**src/rtl/hub75_pkg.sv**
```systemverilog
// Shared HUB75 constants and the SPI pixel writer state type.
// Used by spi_pixel_writer, spi_input_sync and the scan controller.
package hub75_pkg;

    typedef enum logic [1:0] {
        IDLE    = 2'd0,
        RECEIVE = 2'd1,
        FULL    = 2'd2
    } writer_state_e;

    localparam int SYNC_STAGES             = 3;
    localparam int DEFAULT_BITS_PER_PIXEL  = 16;
    localparam int DEFAULT_PIXEL_ADDR_BITS = 10;
    localparam int DEFAULT_FRAME_PIXELS    = 1024;

endpackage

```
**src/rtl/spi_input_sync.sv**
```systemverilog
// Brings spi_clk, spi_mosi and spi_ss into the clk domain through a flop chain
// and produces registered rise/fall events for spi_clk and spi_ss.
module spi_input_sync
    import hub75_pkg::*;
(
    input  logic i_clk,
    input  logic i_reset,
    input  logic i_spi_clk,
    input  logic i_spi_mosi,
    input  logic i_spi_ss,
    output logic o_mosi,
    output logic o_clk_rise,
    output logic o_clk_fall,
    output logic o_ss_rise,
    output logic o_ss_fall
);

    localparam int S2 = SYNC_STAGES - 2;
    localparam int S3 = SYNC_STAGES - 1;

    logic [SYNC_STAGES-1:0] r_clk_sync;
    logic [SYNC_STAGES-1:0] r_mosi_sync;
    logic [SYNC_STAGES-1:0] r_ss_sync;
    logic                   r_clk_rise;
    logic                   r_clk_fall;
    logic                   r_ss_rise;
    logic                   r_ss_fall;

    // spi_ss idles high, so its chain resets high to avoid a phantom edge.
    always_ff @(posedge i_clk) begin
        if (i_reset) begin
            r_clk_sync  <= '0;
            r_mosi_sync <= '0;
            r_ss_sync   <= '1;
            r_clk_rise  <= 1'b0;
            r_clk_fall  <= 1'b0;
            r_ss_rise   <= 1'b0;
            r_ss_fall   <= 1'b0;
        end else begin
            r_clk_sync  <= {r_clk_sync[SYNC_STAGES-2:0], i_spi_clk};
            r_mosi_sync <= {r_mosi_sync[SYNC_STAGES-2:0], i_spi_mosi};
            r_ss_sync   <= {r_ss_sync[SYNC_STAGES-2:0], i_spi_ss};
            r_clk_rise  <= r_clk_sync[S2] & ~r_clk_sync[S3];
            r_clk_fall  <= ~r_clk_sync[S2] & r_clk_sync[S3];
            r_ss_rise   <= r_ss_sync[S2] & ~r_ss_sync[S3];
            r_ss_fall   <= ~r_ss_sync[S2] & r_ss_sync[S3];
        end
    end

    assign o_mosi     = r_mosi_sync[S3];
    assign o_clk_rise = r_clk_rise;
    assign o_clk_fall = r_clk_fall;
    assign o_ss_rise  = r_ss_rise;
    assign o_ss_fall  = r_ss_fall;

endmodule

```
**src/rtl/spi_pixel_writer.sv**
```systemverilog
// Assembles SPI pixel words into writes to the back half of a double-buffered
// pixel RAM and flips the displayed half only on a complete frame.
// Optional status readback on spi_miso: define SPI_PIXEL_WRITER_STATUS_EN.
module spi_pixel_writer
    import hub75_pkg::*;
#(
    parameter int BITS_PER_PIXEL  = DEFAULT_BITS_PER_PIXEL,
    parameter int PIXEL_ADDR_BITS = DEFAULT_PIXEL_ADDR_BITS,
    parameter int FRAME_PIXELS    = DEFAULT_FRAME_PIXELS
) (
    input  logic                       clk,
    input  logic                       reset,
    input  logic                       spi_clk,
    input  logic                       spi_mosi,
    input  logic                       spi_ss,
    output logic                       spi_miso,
    output logic                       wr_en,
    output logic [PIXEL_ADDR_BITS:0]   wr_addr,
    output logic [BITS_PER_PIXEL-1:0]  wr_data,
    output logic                       display_buffer,
    output logic                       frame_done,
    output logic                       short_frame,
    output writer_state_e              o_dbg_state
);

    localparam int BIT_CNT_W = $clog2(BITS_PER_PIXEL);
    localparam logic [BIT_CNT_W-1:0]       LAST_BIT = BIT_CNT_W'(BITS_PER_PIXEL - 1);
    localparam logic [PIXEL_ADDR_BITS-1:0] LAST_PIX = PIXEL_ADDR_BITS'(FRAME_PIXELS - 1);

    logic w_mosi;
    logic w_clk_rise;
    logic w_ss_rise;
    logic w_ss_fall;

    writer_state_e               r_state;
    logic [BIT_CNT_W-1:0]        r_bit_cnt;
    logic [PIXEL_ADDR_BITS-1:0]  r_pix_idx;
    logic [BITS_PER_PIXEL-1:0]   r_shreg;
    logic                        r_wr_en;
    logic [PIXEL_ADDR_BITS:0]    r_wr_addr;
    logic [BITS_PER_PIXEL-1:0]   r_wr_data;
    logic                        r_display_buffer;
    logic                        r_frame_done;
    logic                        r_short_frame;

    logic [BITS_PER_PIXEL-1:0]   w_shift;
    logic                        w_word_done;
    logic                        w_frame_full;
    logic                        w_commit;

`ifdef SPI_PIXEL_WRITER_STATUS_EN
    logic w_clk_fall;

    spi_input_sync u_sync (
        .i_clk      (clk),
        .i_reset    (reset),
        .i_spi_clk  (spi_clk),
        .i_spi_mosi (spi_mosi),
        .i_spi_ss   (spi_ss),
        .o_mosi     (w_mosi),
        .o_clk_rise (w_clk_rise),
        .o_clk_fall (w_clk_fall),
        .o_ss_rise  (w_ss_rise),
        .o_ss_fall  (w_ss_fall)
    );
`else
    spi_input_sync u_sync (
        .i_clk      (clk),
        .i_reset    (reset),
        .i_spi_clk  (spi_clk),
        .i_spi_mosi (spi_mosi),
        .i_spi_ss   (spi_ss),
        .o_mosi     (w_mosi),
        .o_clk_rise (w_clk_rise),
        .o_clk_fall (),
        .o_ss_rise  (w_ss_rise),
        .o_ss_fall  (w_ss_fall)
    );
`endif

    assign w_shift     = {r_shreg[BITS_PER_PIXEL-2:0], w_mosi};
    assign w_word_done = (r_state == RECEIVE) && w_clk_rise && (r_bit_cnt == LAST_BIT);
    // A bit landing in the same cycle as spi_ss rising still counts toward the frame.
    assign w_frame_full = (r_state == FULL) || (w_word_done && (r_pix_idx == LAST_PIX));
    assign w_commit     = (r_state != IDLE) && w_ss_rise && w_frame_full;

    always_ff @(posedge clk) begin
        if (reset) begin
            r_state          <= IDLE;
            r_bit_cnt        <= '0;
            r_pix_idx        <= '0;
            r_shreg          <= '0;
            r_wr_en          <= 1'b0;
            r_wr_addr        <= '0;
            r_wr_data        <= '0;
            r_display_buffer <= 1'b0;
            r_frame_done     <= 1'b0;
            r_short_frame    <= 1'b0;
        end else begin
            r_wr_en       <= 1'b0;
            r_frame_done  <= 1'b0;
            r_short_frame <= 1'b0;
            case (r_state)
                IDLE: begin
                    if (w_ss_fall) begin
                        r_state   <= RECEIVE;
                        r_bit_cnt <= '0;
                        r_pix_idx <= '0;
                    end
                end
                RECEIVE, FULL: begin
                    if ((r_state == RECEIVE) && w_clk_rise) begin
                        r_shreg <= w_shift;
                        if (r_bit_cnt == LAST_BIT) begin
                            r_wr_en   <= 1'b1;
                            r_wr_data <= w_shift;
                            r_wr_addr <= {~r_display_buffer, r_pix_idx};
                            r_bit_cnt <= '0;
                            r_pix_idx <= r_pix_idx + 1'b1;
                            if (r_pix_idx == LAST_PIX) begin
                                r_state <= FULL;
                            end
                        end else begin
                            r_bit_cnt <= r_bit_cnt + 1'b1;
                        end
                    end
                    if (w_ss_rise) begin
                        r_state   <= IDLE;
                        r_bit_cnt <= '0;
                        if (w_frame_full) begin
                            r_display_buffer <= ~r_display_buffer;
                            r_frame_done     <= 1'b1;
                        end else begin
                            r_short_frame <= 1'b1;
                        end
                    end
                end
                default: r_state <= IDLE;
            endcase
        end
    end

`ifdef SPI_PIXEL_WRITER_STATUS_EN
    logic [7:0] r_frame_count;
    logic [7:0] r_snap;
    logic       r_miso;

    // The snapshot rotates so it repeats every 8 bits for as long as the host clocks.
    always_ff @(posedge clk) begin
        if (reset) begin
            r_frame_count <= '0;
            r_snap        <= '0;
            r_miso        <= 1'b0;
        end else begin
            if (w_commit) begin
                r_frame_count <= r_frame_count + 8'd1;
            end
            if ((r_state == IDLE) && w_ss_fall) begin
                r_snap <= r_frame_count;
                r_miso <= r_frame_count[7];
            end else if ((r_state != IDLE) && w_ss_rise) begin
                r_miso <= 1'b0;
            end else if ((r_state != IDLE) && w_clk_fall) begin
                r_snap <= {r_snap[6:0], r_snap[7]};
                r_miso <= r_snap[6];
            end
        end
    end

    assign spi_miso = r_miso;
`else
    assign spi_miso = 1'b0;
`endif

    assign wr_en          = r_wr_en;
    assign wr_addr        = r_wr_addr;
    assign wr_data        = r_wr_data;
    assign display_buffer = r_display_buffer;
    assign frame_done     = r_frame_done;
    assign short_frame    = r_short_frame;
    assign o_dbg_state    = r_state;

endmodule

```
**config.mk**
```make
export PLATFORM = sky130hd
export DESIGN_NAME = spi_pixel_writer
export DESIGN_NICKNAME = d
export VERILOG_FILES = /design/src/rtl/hub75_pkg.sv /design/src/rtl/spi_input_sync.sv /design/src/rtl/spi_pixel_writer.sv
export SDC_FILE = /design/constraint.sdc
export NUM_CORES = 1
export LEC_CHECK = 0
export CORE_UTILIZATION = 40
export DETAILED_ROUTE_END_ITERATION = 12
export GPL_TIMING_DRIVEN = 0
export PLACE_DENSITY = 0.65
export SETUP_SLACK_MARGIN = 0.4
export SLEW_MARGIN = 5
export SYNTH_ARGS = -nofsm -noshare
export SYNTH_HDL_FRONTEND = slang
export SYNTH_SLANG_ARGS = --single-unit
```
**constraint.sdc**
```tcl
create_clock -name clk -period 2.2 [get_ports clk]
set_input_delay 0.44 -clock clk [delete_from_list [all_inputs] [get_ports clk]]
set_output_delay 0.44 -clock clk [all_outputs]
set_load 0.005 [all_outputs]
```
==> qor.yml, run 1 <==
synthSimpleGateAreaFrac: 0.265
fin_area_um2: 3730
syn_area_per_cell_um2: 8.40
synth.mux.area_fraction: 0.0327
diodes: 0
pin_count: 39
clock.fmax_ghz: 0.565
min-delay-start: "u_sync.r_clk_sync[2]$_SDFF_PP0_"
startpoint_type: "register"
synth_edf_count: 0
via_count: 2424
path_class: "reg -> reg"
initial_utilization: 0.421
endpoint_kind: "register"
worstPathMaxFanout: 10
synthAdderAreaFrac: 0.0258
place_area_um2: 3390
htreeDepth: 3
hold_viol_final: 0
synth_compound_area_frac: 0.128
async_flop_share: 0
drive_above_1_share: 0.139
worstSkewPairLatency_ns: 0.34
ant_nets: 0
p_per_area_nw_per_um2: 701
hold_path_class: "reg -> reg"
reg2reg_from: "o_dbg_state[0]$_SDFFE_PP0P_"
drtIter0Drc: 137
cts.clk_slew.worst_paths_ns: 0.07
synth_xor_area_frac: 0
min_period_ns: 1.77
synth_nets: 357
overflow: 0
drv_slew: 0
syn_to_final_growth_pct: 28.4
cp_data_arrival_time_ns: 2.05
root_buffer: "clkbuf_8"
crit_chain: "inv_1 -> ha_1 -> buf_6 -> mux2_4 -> o21ai_4 -> or4_1 -> a21oi_2"
yosysWarnings: 0
maxCapViolations: 0
drc: 0
die_h_um: 87.3
grt_max_degree: 12
drt_wl_total_um: 6100
viasPerCell: 4.87
dp_cells: 478
cts_buffers: 9
clk_path_buf_depth: 2
port_buffers: 36
fin_skew_ns: 0.00744
core_um2: 6910
nets: 410
clkSinkCount: 74
worst_pin_slew_ns: 0.538
critPathMaxStageDelay_ns: 0.49
crit_path_start: "o_dbg_state[0]$_SDFFE_PP0P_"
dieArea_um2: 7610
antenna_found_initial: 0
cellLeakagePower_nw: 1.28
hpwl_um: 4080
cpMaxStageDelayCell: "or4_1"
peakVddDrop_v: 0.000485
netlist.top_cell.by_area: "dfxtp_1"
fin_tns_setup_ns: 0
ys_seq_elements: 74
layoutNonFillerInstCount: 498
grt_setup_unrepaired: "yes"
crit_required_ns: 2.48
outcome: "complete, no violations"
synth.distinct_cells: 40
finalSetupViolCount: 0
cts_tree: "built"
grt_pass1_wl_um: 10000
synth_top_area_share: 0.509
yosysSeqAreaShare: 0.509
wl_per_cell_um: 12.3
rows: 30
synth_area_leaders: "dfxtp_1 51%, nand2_1 13%, a21oi_1 8.6%"
synth_flop_cell: "dfxtp_1"
grt.total_usage: 0.172
die_w_um: 87.3
slew_headroom: 0.641
gp_congestion: 0.818
syn_inst: 346
synth_area_um2: 2910
grt_pass1_vias: 2126
synth_top_family_by_area: "simple AND/OR/NAND/NOR gates"
yosysMostFrequentCell: "nand2_1"
fin_crit_sh: 0.805
firstDrtPassIters: 4
synth_common_cells: "98 x nand2_1, 74 x dfxtp_1, 50 x a21oi_1"
==> path summary, 6_finish.rpt <==
kind | end | slack [ns] | cells after the start
max | r_bit_cnt[3]$_SDFFE_PP0P_ | 0.43 | 7
min | u_sync.o_clk_rise$_SDFF_PP0_ | 0.39 | 1
max reg2reg | r_bit_cnt[3]$_SDFFE_PP0P_ | 0.43 | 7
min reg2reg | u_sync.o_clk_rise$_SDFF_PP0_ | 0.39 | 1
==> worst max-delay path: cells and delay by family (launching register included) <==
| kind | cells | cell delay [ns] |
|---|---|---|
| multiplexers | 1 | 0.17 |
| AO/OA/AOI/OAI | 2 | 0.19 |
| buffers and inverters | 2 | 0.21 |
| adder cells (fa/ha/maj) | 1 | 0.30 |
| AND/OR/NAND/NOR | 1 | 0.49 |
| flip-flops | 1 | 0.34 |
==> stage by stage <==
step	power, mW	util	hold WS, ns	setup WS, ns
6_report	2.62	0.540	0.386	0.429
5_1_grt	2.75	0.540	0.412	0.316
4_1_cts	2.59	0.526	0.389	0.402
3_5_place_dp	1.66	0.491	0.380	0.146
3_3_place_gp	1.66	0.491	0.374	0.175
2_1_floorplan	1.59	-	0.367	0.422
==> layout by cell type (no fill, tap or decap), drive strengths merged, types with 4 or more instances in the layout <==
cell type	netlist	layout
inv	6	6
ha	6	6
a21oi	50	50
nor2b	8	8
dfxtp	74	74
o21ai	6	6
and3	4	4
nor2	6	6
nand2	98	98
clkbuf	13	26
or3	8	8
mux2i	8	8
nor3	8	8
nand3	13	13
clkdlybuf4s50	0	36
buf	7	11
==> layout make-up <==
class                      count  area, µm²
sequential                    74       1480
clock buffer                  11        141
multi-input combinational    246       1410
inverter                       6       22.5
clock inverter                 3       17.5
tap                           96        120
fill                         675       3170
timing repair buffer          42        405
buffer                        20        130
==> report_power, final <==
part / internal (mW) / switching, mW / leakage, nW
clock: 0.424 / 0.464 / 0.0810
sequential: 1.36 / 0.0116 / 0.599
combinational: 0.156 / 0.201 / 0.600
==> state kept, by name, summed over array words and instances, names as in the netlist <==
name	cells
o_dbg_state	2
u_sync.r_mosi_sync	3
r_pix_idx	10
display_buffer	1
wr_data	16
u_sync.o_ss_fall	1
frame_done	1
u_sync.o_clk_rise	1
wr_en	1
wr_addr	11
u_sync.o_ss_rise	1
u_sync.r_ss_sync	3
r_bit_cnt	4
short_frame	1
r_shreg	15
u_sync.r_clk_sync	3
==> timing repair <==
item	in CTS	in global routing
cloned	0	1
buffers inserted	2	3
resized for setup	17	25
pin swaps	0	3
hold buffers	0	0
endpoints found under the setup margin	43	48
==> cell families after synthesis <==
family / Yosys count
compound gates: 66
fa+ha+maj: 6
buf+inv: 26
flops: 74
mux: 9
other cells: 1
simple gates: 164
==> routing by layer <==
layer,wire (µm),GRT usage,vias up
met4,65,0.0671,0
met2,2720,0.260,40
met5,0,0,-
met1,3080,0.231,1100
met3,233,0.0502,7
li1,-,-,1277
Power figures use the tool's default switching activity.
==> inputs of run 2 (changes only) <==
==> constraint.sdc (replaced) <==
create_clock -name clk -period 1.7 [get_ports clk]
set_input_delay 0.34 -clock clk [delete_from_list [all_inputs] [get_ports clk]]
set_output_delay 0.34 -clock clk [all_outputs]
set_load 0.005 [all_outputs]
==> qor.yml, run 2 (synthesized netlist as in run 1, its figures left out) <==
outcome: "complete, no violations"
fin_ws_ns: 0.0117
drc: 0
grt_max_degree: 14
p_per_area_nw_per_um2: 863
worstRegToRegCells: 7
rows: 30
fin_tns_setup_ns: 0
fin_crit_sh: 0.993
final_cell_mix: "75 x nand2_1, 42 x dfxtp_1, 27 x a21oi_1, 25 x dfxtp_2, 21 x buf_4"
pin_count: 39
maxCapViolations: 0
port_buffers: 36
overflow: 0
place_area_um2: 3490
grt_setup_unrepaired: "yes"
die_w_um: 87.3
clkSinkCount: 74
clock.fmax_ghz: 0.592
path_class: "reg -> reg"
fin_skew_ns: 0.0122
n_fill_cell: 571
dp_cells: 478
worst_pin_slew_ns: 0.722
diodes: 0
hold_viol_final: 0
sequentialPowerShare: 0.447
finalSetupViolCount: 0
mostFrequentLayoutCell: "nand2_1"
cp_data_arrival_time_ns: 1.97
via_count: 2740
clk_path_buf_depth: 2
wl_per_cell_um: 15.2
firstDrtPassIters: 4
drv_slew: 0
combPwrFrac: 0.173
grt.total_usage: 0.207
crit_required_ns: 1.98
largest_reg_flops: 16
gp_congestion: 0.796
drt_wl_total_um: 8040
grt_pass1_vias: 2500
grtUsageMet3: 0.0483
htreeDepth: 3
grt_pass1_wl_um: 11900
viasPerCell: 5.17
hold_buffers: 0
cellLeakagePower_nw: 1.95
layoutNonFillerInstCount: 530
cts.clk_slew.worst_paths_ns: 0.08
grt_busiest_layer: "met2"
startpoint_type: "register"
use_met2: 0.342
syn_to_final_growth_pct: 58.0
min_period_ns: 1.69
p_sw_mw: 1.05
p_int_mw: 2.91
p_clk_frac: 0.380
grtUsageMet1: 0.256
peakVddDrop_v: 0.000494
hold_path_depth: 1
root_buffer: "clkbuf_8"
ant_nets: 0
core_um2: 6910
fin_util: 0.665
slew_headroom: 0.519
hold_path_class: "reg -> reg"
initial_utilization: 0.421
drive_above_1_share: 0.429
die_h_um: 87.3
cts_tree: "built"
drtIter0Drc: 168
cts_buffers: 9
antenna_found_initial: 0
endpoint_kind: "register"
worstSkewPairLatency_ns: 0.36
dieArea_um2: 7610
place_ws_ns: -0.0754
nets: 440
worstPathMaxFanout: 5
switching_share: 0.266
fin_area_um2: 4590
hpwl_um: 4250
## run 2: power groups by stage
stage | combinational, mW | clock (mW) | sequential (mW)
after floorplan | 0.298 | 0 | 1.81
after global placement | 0.391 | 0 | 1.82
after detailed placement | 0.397 | 0 | 1.82
after CTS | 0.608 | 1.52 | 1.77
after global routing | 0.727 | 1.62 | 1.77
final | 0.686 | 1.51 | 1.77
## run 2: worst paths after layout
kind                                   start                      endpoint  slack, ns
max              o_dbg_state[0]$_SDFFE_PP0P_     r_bit_cnt[3]$_SDFFE_PP0P_       0.01
min          u_sync.r_clk_sync[2]$_SDFF_PP0_  u_sync.o_clk_rise$_SDFF_PP0_       0.39
max reg2reg      o_dbg_state[0]$_SDFFE_PP0P_     r_bit_cnt[3]$_SDFFE_PP0P_       0.01
min reg2reg  u_sync.r_clk_sync[2]$_SDFF_PP0_  u_sync.o_clk_rise$_SDFF_PP0_       0.39
## run 2: timing repair
item	in CTS	in global routing
cloned	3	2
pin swaps	11	42
gates resized for setup	109	114
buffers inserted	27	4
setup endpoints to repair	92	80
## run 2: worst max-delay path, stage by stage (launching register included)
cell     delay, ns
dfxtp_4       0.38
inv_4         0.04
ha_4          0.27
buf_6         0.11
mux2_4        0.17
o21ai_4       0.08
or4_4         0.42
a21oi_2       0.14
## run 2: metrics by stage
step / hold slack (ns) / power, mW
finish: 0.386 / 3.97
global route: 0.410 / 4.12
CTS: 0.389 / 3.89
detailed placement: 0.378 / 2.21
global placement: 0.376 / 2.21
floorplan: 0.367 / 2.11
## run 2: layout make-up
class	count	area (µm²)	share of cell area
Buffer	20	200	0.0436
Clock buffer	10	128	0.0278
Clock inverter	6	88.8	0.0193
Inverter	6	27.5	0.00599
Multi-Input combinational cell	247	1790	0.390
Sequential cell	74	1540	0.335
Tap cell	96	120	0.0262
Timing Repair Buffer	71	699	0.152
## run 2: metal layers
| metal | part of all wire | wire (µm) | up-vias |
|---|---|---|---|
| li1 | - | - | 1336 |
| met1 | 0.43 | 3470 | 1330 |
| met2 | 0.51 | 4110 | 60 |
| met3 | 0.035 | 283 | 14 |
| met4 | 0.023 | 184 | 0 |
| met5 | 0 | 0 | - |
